### config.mk
export PLATFORM = sky130hd
export DESIGN_NAME = systolic_tile_ctrl_flat
export DESIGN_NICKNAME = d
export VERILOG_FILES = /design/src/rtl/systolic_tile_ctrl_if.sv /design/src/rtl/systolic_tile_ctrl.sv /design/src/flat_wrapper.sv
export SDC_FILE = /design/constraint.sdc
export NUM_CORES = 1
export LEC_CHECK = 0
export CORE_ASPECT_RATIO = 0.9
export CORE_UTILIZATION = 46
export DETAILED_ROUTE_END_ITERATION = 7
export PLACE_DENSITY = 0.77
export SETUP_SLACK_MARGIN = 0.05
export SLEW_MARGIN = 30
export SYNTH_ARGS = -nofsm -noshare
export SYNTH_HDL_FRONTEND = slang
export SYNTH_SLANG_ARGS = --single-unit
### constraint.sdc
create_clock -name clk_i -period 2.9 [get_ports clk_i]
set_input_delay 0.435 -clock clk_i [delete_from_list [all_inputs] [get_ports clk_i]]
set_output_delay 0.435 -clock clk_i [all_outputs]
set_load 0.02 [all_outputs]
### src/rtl/systolic_tile_ctrl_if.sv
// Bus bundle between the tile sequencer and its memories / systolic array.
//   wb_mem_*  : weight buffer read port (cenb active low, wenb tied high)
//   ib_mem_*  : input buffer read port  (cenb active low, wenb tied high)
//   w_load_o  : array strobe, weight word valid on the weight memory data bus
//   i_valid_o : array strobe, input word valid on the input memory data bus
//   res_*     : result row coming back from the array
//   ob_mem_*  : output buffer write port (cenb/wenb active low)
// master = sequencer side, slave = memory/array side.
interface systolic_tile_ctrl_if #(
    parameter int WIDTH  = 8,
    parameter int COL    = 4,
    parameter int W_SIZE = 256,
    parameter int I_SIZE = 256,
    parameter int O_SIZE = 256
);
    logic                        wb_mem_cenb_o;
    logic                        wb_mem_wenb_o;
    logic [$clog2(W_SIZE)-1:0]   wb_mem_addr_o;
    logic                        ib_mem_cenb_o;
    logic                        ib_mem_wenb_o;
    logic [$clog2(I_SIZE)-1:0]   ib_mem_addr_o;
    logic                        w_load_o;
    logic                        i_valid_o;
    logic                        res_valid_i;
    logic [COL*WIDTH-1:0]        res_data_i;
    logic                        ob_mem_cenb_o;
    logic                        ob_mem_wenb_o;
    logic [$clog2(O_SIZE)-1:0]   ob_mem_addr_o;
    logic [COL*WIDTH-1:0]        ob_mem_data_o;

    modport master (
        output wb_mem_cenb_o, wb_mem_wenb_o, wb_mem_addr_o,
        output ib_mem_cenb_o, ib_mem_wenb_o, ib_mem_addr_o,
        output w_load_o, i_valid_o,
        input  res_valid_i, res_data_i,
        output ob_mem_cenb_o, ob_mem_wenb_o, ob_mem_addr_o, ob_mem_data_o
    );

    modport slave (
        input  wb_mem_cenb_o, wb_mem_wenb_o, wb_mem_addr_o,
        input  ib_mem_cenb_o, ib_mem_wenb_o, ib_mem_addr_o,
        input  w_load_o, i_valid_o,
        output res_valid_i, res_data_i,
        input  ob_mem_cenb_o, ob_mem_wenb_o, ob_mem_addr_o, ob_mem_data_o
    );
endinterface

### src/rtl/systolic_tile_ctrl.sv
// Sequencer for one matrix_mult tile pass.
// On a rising edge of start_i: preload ROW weight words into the array,
// stream num_vec input words, write each returned result row to the output
// buffer, then raise done_o until start_i drops.
// Ports:
//   clk_i, rst_i          clock, synchronous active-high reset
//   start_i               level, pass begins on its rising edge
//   w/i/o_base_i          first word address in each buffer
//   num_vec_i             number of input vectors (0..I_SIZE)
//   busy_o / done_o       pass in progress / pass complete
//   ovf_o                 sticky, a result arrived that had no slot
//   bus                   memory and array ports (master side)
module systolic_tile_ctrl #(
    parameter int WIDTH  = 8,
    parameter int ROW    = 4,
    parameter int COL    = 4,
    parameter int W_SIZE = 256,
    parameter int I_SIZE = 256,
    parameter int O_SIZE = 256
) (
    input  logic                       clk_i,
    input  logic                       rst_i,
    input  logic                       start_i,
    input  logic [$clog2(W_SIZE)-1:0]  w_base_i,
    input  logic [$clog2(I_SIZE)-1:0]  i_base_i,
    input  logic [$clog2(O_SIZE)-1:0]  o_base_i,
    input  logic [$clog2(I_SIZE):0]    num_vec_i,
    output logic                       busy_o,
    output logic                       done_o,
    output logic                       ovf_o,
    systolic_tile_ctrl_if.master       bus
);
    localparam int WA = $clog2(W_SIZE);
    localparam int IA = $clog2(I_SIZE);
    localparam int OA = $clog2(O_SIZE);
    localparam int CW = $clog2(I_SIZE) + 1;
    localparam int DW = COL * WIDTH;

    typedef enum logic [2:0] {IDLE, LOAD_W, STREAM, DRAIN, DONE} state_t;

    state_t           state_reg, state_next;
    logic             start_prev_reg;
    logic [IA-1:0]    i_base_reg, i_base_next;
    logic [OA-1:0]    o_base_reg, o_base_next;
    logic [CW-1:0]    num_vec_reg, num_vec_next;
    logic [CW-1:0]    cnt_reg, cnt_next;       // k in LOAD_W, n in STREAM
    logic [CW-1:0]    wcnt_reg, wcnt_next;     // result rows written so far
    logic             wb_cenb_reg, wb_cenb_next;
    logic [WA-1:0]    wb_addr_reg, wb_addr_next;
    logic             ib_cenb_reg, ib_cenb_next;
    logic [IA-1:0]    ib_addr_reg, ib_addr_next;
    logic             ob_cenb_reg, ob_cenb_next;
    logic [OA-1:0]    ob_addr_reg, ob_addr_next;
    logic [DW-1:0]    ob_data_reg, ob_data_next;
    logic             ovf_reg, ovf_next;
    logic             busy_reg, done_reg, w_load_reg, i_valid_reg;

    logic             start_edge;
    logic             in_pass;
    logic [CW:0]      ob_sum;

    assign start_edge = start_i & ~start_prev_reg;
    assign in_pass    = (state_reg == LOAD_W) || (state_reg == STREAM) || (state_reg == DRAIN);
    // Wide enough that o_base + wcnt never overflows before the modulo.
    assign ob_sum     = (CW+1)'(o_base_reg) + (CW+1)'(wcnt_reg);

    always_comb begin
        state_next   = state_reg;
        i_base_next  = i_base_reg;
        o_base_next  = o_base_reg;
        num_vec_next = num_vec_reg;
        cnt_next     = cnt_reg;
        wcnt_next    = wcnt_reg;
        wb_cenb_next = wb_cenb_reg;
        wb_addr_next = wb_addr_reg;
        ib_cenb_next = ib_cenb_reg;
        ib_addr_next = ib_addr_reg;
        ob_cenb_next = 1'b1;
        ob_addr_next = ob_addr_reg;
        ob_data_next = ob_data_reg;
        ovf_next     = ovf_reg;

        // Result capture runs alongside the read sequencing; a row with no
        // remaining slot (or outside a pass) only sets the sticky overflow.
        if (bus.res_valid_i) begin
            if (in_pass && (wcnt_reg < num_vec_reg)) begin
                ob_cenb_next = 1'b0;
                ob_addr_next = OA'(ob_sum % O_SIZE);
                ob_data_next = bus.res_data_i;
                wcnt_next    = wcnt_reg + 1'b1;
            end else begin
                ovf_next = 1'b1;
            end
        end

        unique case (state_reg)
            IDLE: begin
                // Placed after the result logic so a fresh start clears ovf.
                if (start_edge) begin
                    i_base_next  = i_base_i;
                    o_base_next  = o_base_i;
                    num_vec_next = num_vec_i;
                    wcnt_next    = '0;
                    ovf_next     = 1'b0;
                    cnt_next     = '0;
                    if (num_vec_i == '0) begin
                        state_next = DONE;
                    end else begin
                        state_next   = LOAD_W;
                        wb_cenb_next = 1'b0;
                        wb_addr_next = w_base_i;
                    end
                end
            end
            LOAD_W: begin
                if (cnt_reg == CW'(ROW - 1)) begin
                    state_next   = STREAM;
                    cnt_next     = '0;
                    wb_cenb_next = 1'b1;
                    ib_cenb_next = 1'b0;
                    ib_addr_next = i_base_reg;
                end else begin
                    cnt_next     = cnt_reg + 1'b1;
                    wb_addr_next = (wb_addr_reg == WA'(W_SIZE - 1)) ? '0 : wb_addr_reg + 1'b1;
                end
            end
            STREAM: begin
                if (cnt_reg == num_vec_reg - 1'b1) begin
                    state_next   = DRAIN;
                    ib_cenb_next = 1'b1;
                end else begin
                    cnt_next     = cnt_reg + 1'b1;
                    ib_addr_next = (ib_addr_reg == IA'(I_SIZE - 1)) ? '0 : ib_addr_reg + 1'b1;
                end
            end
            DRAIN: begin
                // Leave as soon as the last write is being registered.
                if (wcnt_next == num_vec_reg) begin
                    state_next = DONE;
                end
            end
            DONE: begin
                if (!start_i) begin
                    state_next = IDLE;
                end
            end
            default: state_next = IDLE;
        endcase
    end

    always_ff @(posedge clk_i) begin
        if (rst_i) begin
            state_reg      <= IDLE;
            start_prev_reg <= 1'b0;
            i_base_reg     <= '0;
            o_base_reg     <= '0;
            num_vec_reg    <= '0;
            cnt_reg        <= '0;
            wcnt_reg       <= '0;
            wb_cenb_reg    <= 1'b1;
            wb_addr_reg    <= '0;
            ib_cenb_reg    <= 1'b1;
            ib_addr_reg    <= '0;
            ob_cenb_reg    <= 1'b1;
            ob_addr_reg    <= '0;
            ob_data_reg    <= '0;
            ovf_reg        <= 1'b0;
            busy_reg       <= 1'b0;
            done_reg       <= 1'b0;
            w_load_reg     <= 1'b0;
            i_valid_reg    <= 1'b0;
        end else begin
            state_reg      <= state_next;
            start_prev_reg <= start_i;
            i_base_reg     <= i_base_next;
            o_base_reg     <= o_base_next;
            num_vec_reg    <= num_vec_next;
            cnt_reg        <= cnt_next;
            wcnt_reg       <= wcnt_next;
            wb_cenb_reg    <= wb_cenb_next;
            wb_addr_reg    <= wb_addr_next;
            ib_cenb_reg    <= ib_cenb_next;
            ib_addr_reg    <= ib_addr_next;
            ob_cenb_reg    <= ob_cenb_next;
            ob_addr_reg    <= ob_addr_next;
            ob_data_reg    <= ob_data_next;
            ovf_reg        <= ovf_next;
            busy_reg       <= in_pass;
            done_reg       <= (state_reg == DONE);
            // Strobes trail the read they qualify by the 1-cycle memory latency.
            w_load_reg     <= (state_reg == LOAD_W);
            i_valid_reg    <= (state_reg == STREAM);
        end
    end

    assign busy_o            = busy_reg;
    assign done_o            = done_reg;
    assign ovf_o             = ovf_reg;
    assign bus.wb_mem_cenb_o = wb_cenb_reg;
    assign bus.wb_mem_wenb_o = 1'b1;
    assign bus.wb_mem_addr_o = wb_addr_reg;
    assign bus.ib_mem_cenb_o = ib_cenb_reg;
    assign bus.ib_mem_wenb_o = 1'b1;
    assign bus.ib_mem_addr_o = ib_addr_reg;
    assign bus.w_load_o      = w_load_reg;
    assign bus.i_valid_o     = i_valid_reg;
    assign bus.ob_mem_cenb_o = ob_cenb_reg;
    assign bus.ob_mem_wenb_o = ob_cenb_reg;
    assign bus.ob_mem_addr_o = ob_addr_reg;
    assign bus.ob_mem_data_o = ob_data_reg;
endmodule
### src/flat_wrapper.sv
// flat-port wrapper written by rule: the top's interface ports become plain ports
module systolic_tile_ctrl_flat 
#(
    parameter int WIDTH  = 8,
    parameter int ROW    = 4,
    parameter int COL    = 4,
    parameter int W_SIZE = 256,
    parameter int I_SIZE = 256,
    parameter int O_SIZE = 256
)
  (clk_i, rst_i, start_i, w_base_i, i_base_i, o_base_i, num_vec_i, busy_o, done_o, ovf_o, bus_wb_mem_cenb_o, bus_wb_mem_wenb_o, bus_wb_mem_addr_o, bus_ib_mem_cenb_o, bus_ib_mem_wenb_o, bus_ib_mem_addr_o, bus_w_load_o, bus_i_valid_o, bus_res_valid_i, bus_res_data_i, bus_ob_mem_cenb_o, bus_ob_mem_wenb_o, bus_ob_mem_addr_o, bus_ob_mem_data_o);
  systolic_tile_ctrl_if #(.WIDTH(WIDTH), .COL(COL), .W_SIZE(W_SIZE), .I_SIZE(I_SIZE), .O_SIZE(O_SIZE)) bus_i ();
  input  logic clk_i;
  input  logic rst_i;
  input  logic start_i;
  input  logic [$clog2(W_SIZE)-1:0] w_base_i;
  input  logic [$clog2(I_SIZE)-1:0] i_base_i;
  input  logic [$clog2(O_SIZE)-1:0] o_base_i;
  input  logic [$clog2(I_SIZE):0] num_vec_i;
  output logic busy_o;
  output logic done_o;
  output logic ovf_o;
  output wire logic [$bits(bus_i.wb_mem_cenb_o)-1:0] bus_wb_mem_cenb_o;
  output wire logic [$bits(bus_i.wb_mem_wenb_o)-1:0] bus_wb_mem_wenb_o;
  output wire logic [$bits(bus_i.wb_mem_addr_o)-1:0] bus_wb_mem_addr_o;
  output wire logic [$bits(bus_i.ib_mem_cenb_o)-1:0] bus_ib_mem_cenb_o;
  output wire logic [$bits(bus_i.ib_mem_wenb_o)-1:0] bus_ib_mem_wenb_o;
  output wire logic [$bits(bus_i.ib_mem_addr_o)-1:0] bus_ib_mem_addr_o;
  output wire logic [$bits(bus_i.w_load_o)-1:0] bus_w_load_o;
  output wire logic [$bits(bus_i.i_valid_o)-1:0] bus_i_valid_o;
  input wire logic [$bits(bus_i.res_valid_i)-1:0] bus_res_valid_i;
  input wire logic [$bits(bus_i.res_data_i)-1:0] bus_res_data_i;
  output wire logic [$bits(bus_i.ob_mem_cenb_o)-1:0] bus_ob_mem_cenb_o;
  output wire logic [$bits(bus_i.ob_mem_wenb_o)-1:0] bus_ob_mem_wenb_o;
  output wire logic [$bits(bus_i.ob_mem_addr_o)-1:0] bus_ob_mem_addr_o;
  output wire logic [$bits(bus_i.ob_mem_data_o)-1:0] bus_ob_mem_data_o;
  assign bus_wb_mem_cenb_o = bus_i.wb_mem_cenb_o;
  assign bus_wb_mem_wenb_o = bus_i.wb_mem_wenb_o;
  assign bus_wb_mem_addr_o = bus_i.wb_mem_addr_o;
  assign bus_ib_mem_cenb_o = bus_i.ib_mem_cenb_o;
  assign bus_ib_mem_wenb_o = bus_i.ib_mem_wenb_o;
  assign bus_ib_mem_addr_o = bus_i.ib_mem_addr_o;
  assign bus_w_load_o = bus_i.w_load_o;
  assign bus_i_valid_o = bus_i.i_valid_o;
  assign bus_i.res_valid_i = bus_res_valid_i;
  assign bus_i.res_data_i = bus_res_data_i;
  assign bus_ob_mem_cenb_o = bus_i.ob_mem_cenb_o;
  assign bus_ob_mem_wenb_o = bus_i.ob_mem_wenb_o;
  assign bus_ob_mem_addr_o = bus_i.ob_mem_addr_o;
  assign bus_ob_mem_data_o = bus_i.ob_mem_data_o;
  systolic_tile_ctrl #(.WIDTH(WIDTH), .ROW(ROW), .COL(COL), .W_SIZE(W_SIZE), .I_SIZE(I_SIZE), .O_SIZE(O_SIZE)) u_core (.clk_i(clk_i), .rst_i(rst_i), .start_i(start_i), .w_base_i(w_base_i), .i_base_i(i_base_i), .o_base_i(o_base_i), .num_vec_i(num_vec_i), .busy_o(busy_o), .done_o(done_o), .ovf_o(ovf_o), .bus(bus_i));
endmodule
==> results.cfg <==
[timing]
finalCriticalPeriod_ps = 2680
max_slew_margin = 0.523
timing.fmax_ghz = 0.373
tns_ps = 0
setup_violations = 0
hold_viol_final = 0
tightest_slew_ps = 716
worst_slack_ps = 221
post-route-period-util = 0.924
hold_ws_ps = 452
skew_ps = 6.64
final_max_slew_viol_count = 0
rsz0062_at_grt = true

[setup_path]
worstPathArrival_ps = 2920
cp_slowest_cell = mux2_2
end_kind = flop
crit_required_ps = 3140
cp_max_fo = 3
path_class = flop to flop
r2r-end = u_core.state_reg[1]$_SDFFE_PP0P_
rrSetupSlack_ps = 220
worstReg2RegStart = u_core.num_vec_reg[6]$_SDFFE_PP0P_
cp_num_buf_inv = 1
ff2ff_path_depth = 9
crit_family = compound AO/OA/AOI/OAI gates
critPathLaunchType = flop
critPathMaxStageDelay_ps = 390
crit_chain = inv_1 > ha_1 > a21oi_1 > o2111ai_4 > a211oi_4 > mux2_2 > nor4_4 > a41oi_1 > o31a_1

[hold_path]
hold_start = u_core.bus.ob_mem_addr_o[5]$_SDFFE_PP0P_
min_to = u_core.bus.ob_mem_addr_o[5]$_SDFFE_PP0P_
holdPathStages = 2
hold_path_class = flop to flop

[floorplanning]
die_w_um = 121
die_area_um2 = 13300
initial_core_util = 0.480
rows = 38
io_pins = 136
core_area_um2 = 12300
fp.dieH_um = 109

[outcome]
run_status = finished, final reports clean

[drt]
vias_per_cell = 5.48
antenna_violating_nets_post_route = 0
wirelength_um = 15900
vias = 5716
drt_pass1_iterations = 5
route.detailed.drc = 0
routedWlPerCell_um = 15.2
drt_iter0_markers = 464

[synthesis]
netlist_instances = 752
yosys_warnings = 0
yosys.area_share.xor_xnor = 0.0500
ys_types = 71
synth_compound_area_frac = 0.196
async_flop_share = 0
yosysTopAreaCell = dfxtp_1
synthMostInstantiatedCell = nand2_1
synthSimpleGateAreaFrac = 0.257
synth_mux_area_frac = 0.0206
synth_top_family_by_area = simple AND/OR/NAND/NOR gates
synth-edff-count = 0
ys_ff_latch = 111
ys_seq_area_frac = 0.378
synthAdderAreaFrac = 0.0459
netlist_area_um2 = 5890
ys_top_cells_by_count = 171 x nand2_1, 111 x dfxtp_1, 97 x a21oi_1
synth_ff_type = dfxtp_1
yosysTopAreaCellShare = 0.378
syn_area_per_cell_um2 = 7.83
synthTopCellsByArea = dfxtp_1 38%, nand2_1 11%, a21oi_1 8.2%

[final_layout]
design_area_um2 = 7780
largest_reg_flops = 32
diodes = 0
drive_gt1_frac = 0.0769
fin_nets = 969
area_growth_pct = 32.2
fin_util = 0.634
fillers = 1093

[global_routing]
grt-ovfl-total = 0
antenna_found_initial = 0
grt_pass1_vias = 5360
grt_max_degree = 71
track_usage = 0.245
grt_first_pass_wirelength_um = 25900

[place]
io_buffer_count = 133
dp_slack_ps = 46.8
place_area_um2 = 7460
gp_congestion = 0.927
dpl.hpwl_um = 11500

[cts]
cts_buffer_depth = 2
clk_pin_slew_ps = 70
cts_num_sinks = 111
cts_tree = done
cts_buffers = 9
htree_num_levels = 3
insertion_delay_ps = 360
cts_setup_buffers = 0
clock-root-buffer = clkbuf_16
hold_buffers = 0

[power_and_ir_drop]
power.density_nw_per_um2 = 599
irDropWorstVdd_mv = 0.333
power.leakage_nw = 2.84

[job]
max-cap-violations = 0
[stage by stage]
| step | instances | power (mW) |
|---|---|---|
| 6_report | 1044 | 4.66 |
| 3_3_place_gp | 1028 | 3.37 |
| 5_1_grt | 1044 | 4.94 |
| 3_5_place_dp | 1028 | 3.41 |
| 2_1_floorplan | 753 | 2.83 |
| 4_1_cts | 1044 | 4.67 |
[what timing repair did]
item                                   CTS  global route
endpoints found under the hold margin    0             0
resized for setup                        0             3
setup endpoints to repair                0             7
[layer usage]
layer	track usage	routed length (um)	vias to the layer above
met5	0	0	-
met4	0.0970	325	0
met3	0.0513	1050	23
met2	0.382	7270	197
met1	0.332	7240	2647
li1	-	-	2849
[worst min-delay path: stages (launching register included)]
cell     delay [ps]
dfxtp_1         310
nand2_1          50
a21oi_1          50
[worst max-delay path by stage]
stage                                             startpoint                                        to  cells after the start
after floorplan           u_core.num_vec_reg[4]$_SDFFE_PP0P_          u_core.state_reg[1]$_SDFFE_PP0P_                     10
after global placement                               start_i  u_core.bus.wb_mem_addr_o[2]$_SDFFE_PP0P_                      7
after detailed placement                             start_i  u_core.bus.wb_mem_addr_o[2]$_SDFFE_PP0P_                      7
after CTS                 u_core.num_vec_reg[6]$_SDFFE_PP0P_          u_core.state_reg[1]$_SDFFE_PP0P_                      9
after global routing      u_core.num_vec_reg[6]$_SDFFE_PP0P_          u_core.state_reg[1]$_SDFFE_PP0P_                     10
final                     u_core.num_vec_reg[6]$_SDFFE_PP0P_          u_core.state_reg[1]$_SDFFE_PP0P_                      9
[logic make-up (layout without fill, tap and decap cells)]
kind of cell / count (synthesis) / count (layout)
and+or+nand+nor: 328 / 328
other: 1 / 2
DFF: 111 / 111
adders and majority gates: 21 / 21
AOI/OAI and AO/OA: 176 / 176
buffers and inverters: 71 / 202
muxes: 12 / 12
xor gates and xnor gates: 32 / 32
[placed cells by master (no fill, tap or decap), drive strengths merged, types with 17 or more instances in the layout]
cell,count
a21oi,98
nor2,45
clkdlybuf4s50,132
nand3,18
inv,21
buf,34
ha,20
nand2,171
dfxtp,111
xnor2,17
nor3,18
[area by class of cell]
| cell class | count | area, um2 | area share |
|---|---|---|---|
| timing repair buffer | 166 | 1590 | 0.204 |
| sequential | 111 | 2220 | 0.286 |
| inverter | 20 | 75.1 | 0.00965 |
| clock inverter | 5 | 56.3 | 0.00724 |
| tap | 160 | 200 | 0.0257 |
| multi-input combinational | 571 | 3390 | 0.436 |
| clock buffer | 11 | 243 | 0.0312 |
[report_power, final]
group	internal [mW]	switching, mW
logic	0.700	0.913
clock network	0.694	0.560
registers	1.68	0.115
Note: power is estimated with default switching activity, not from simulation.
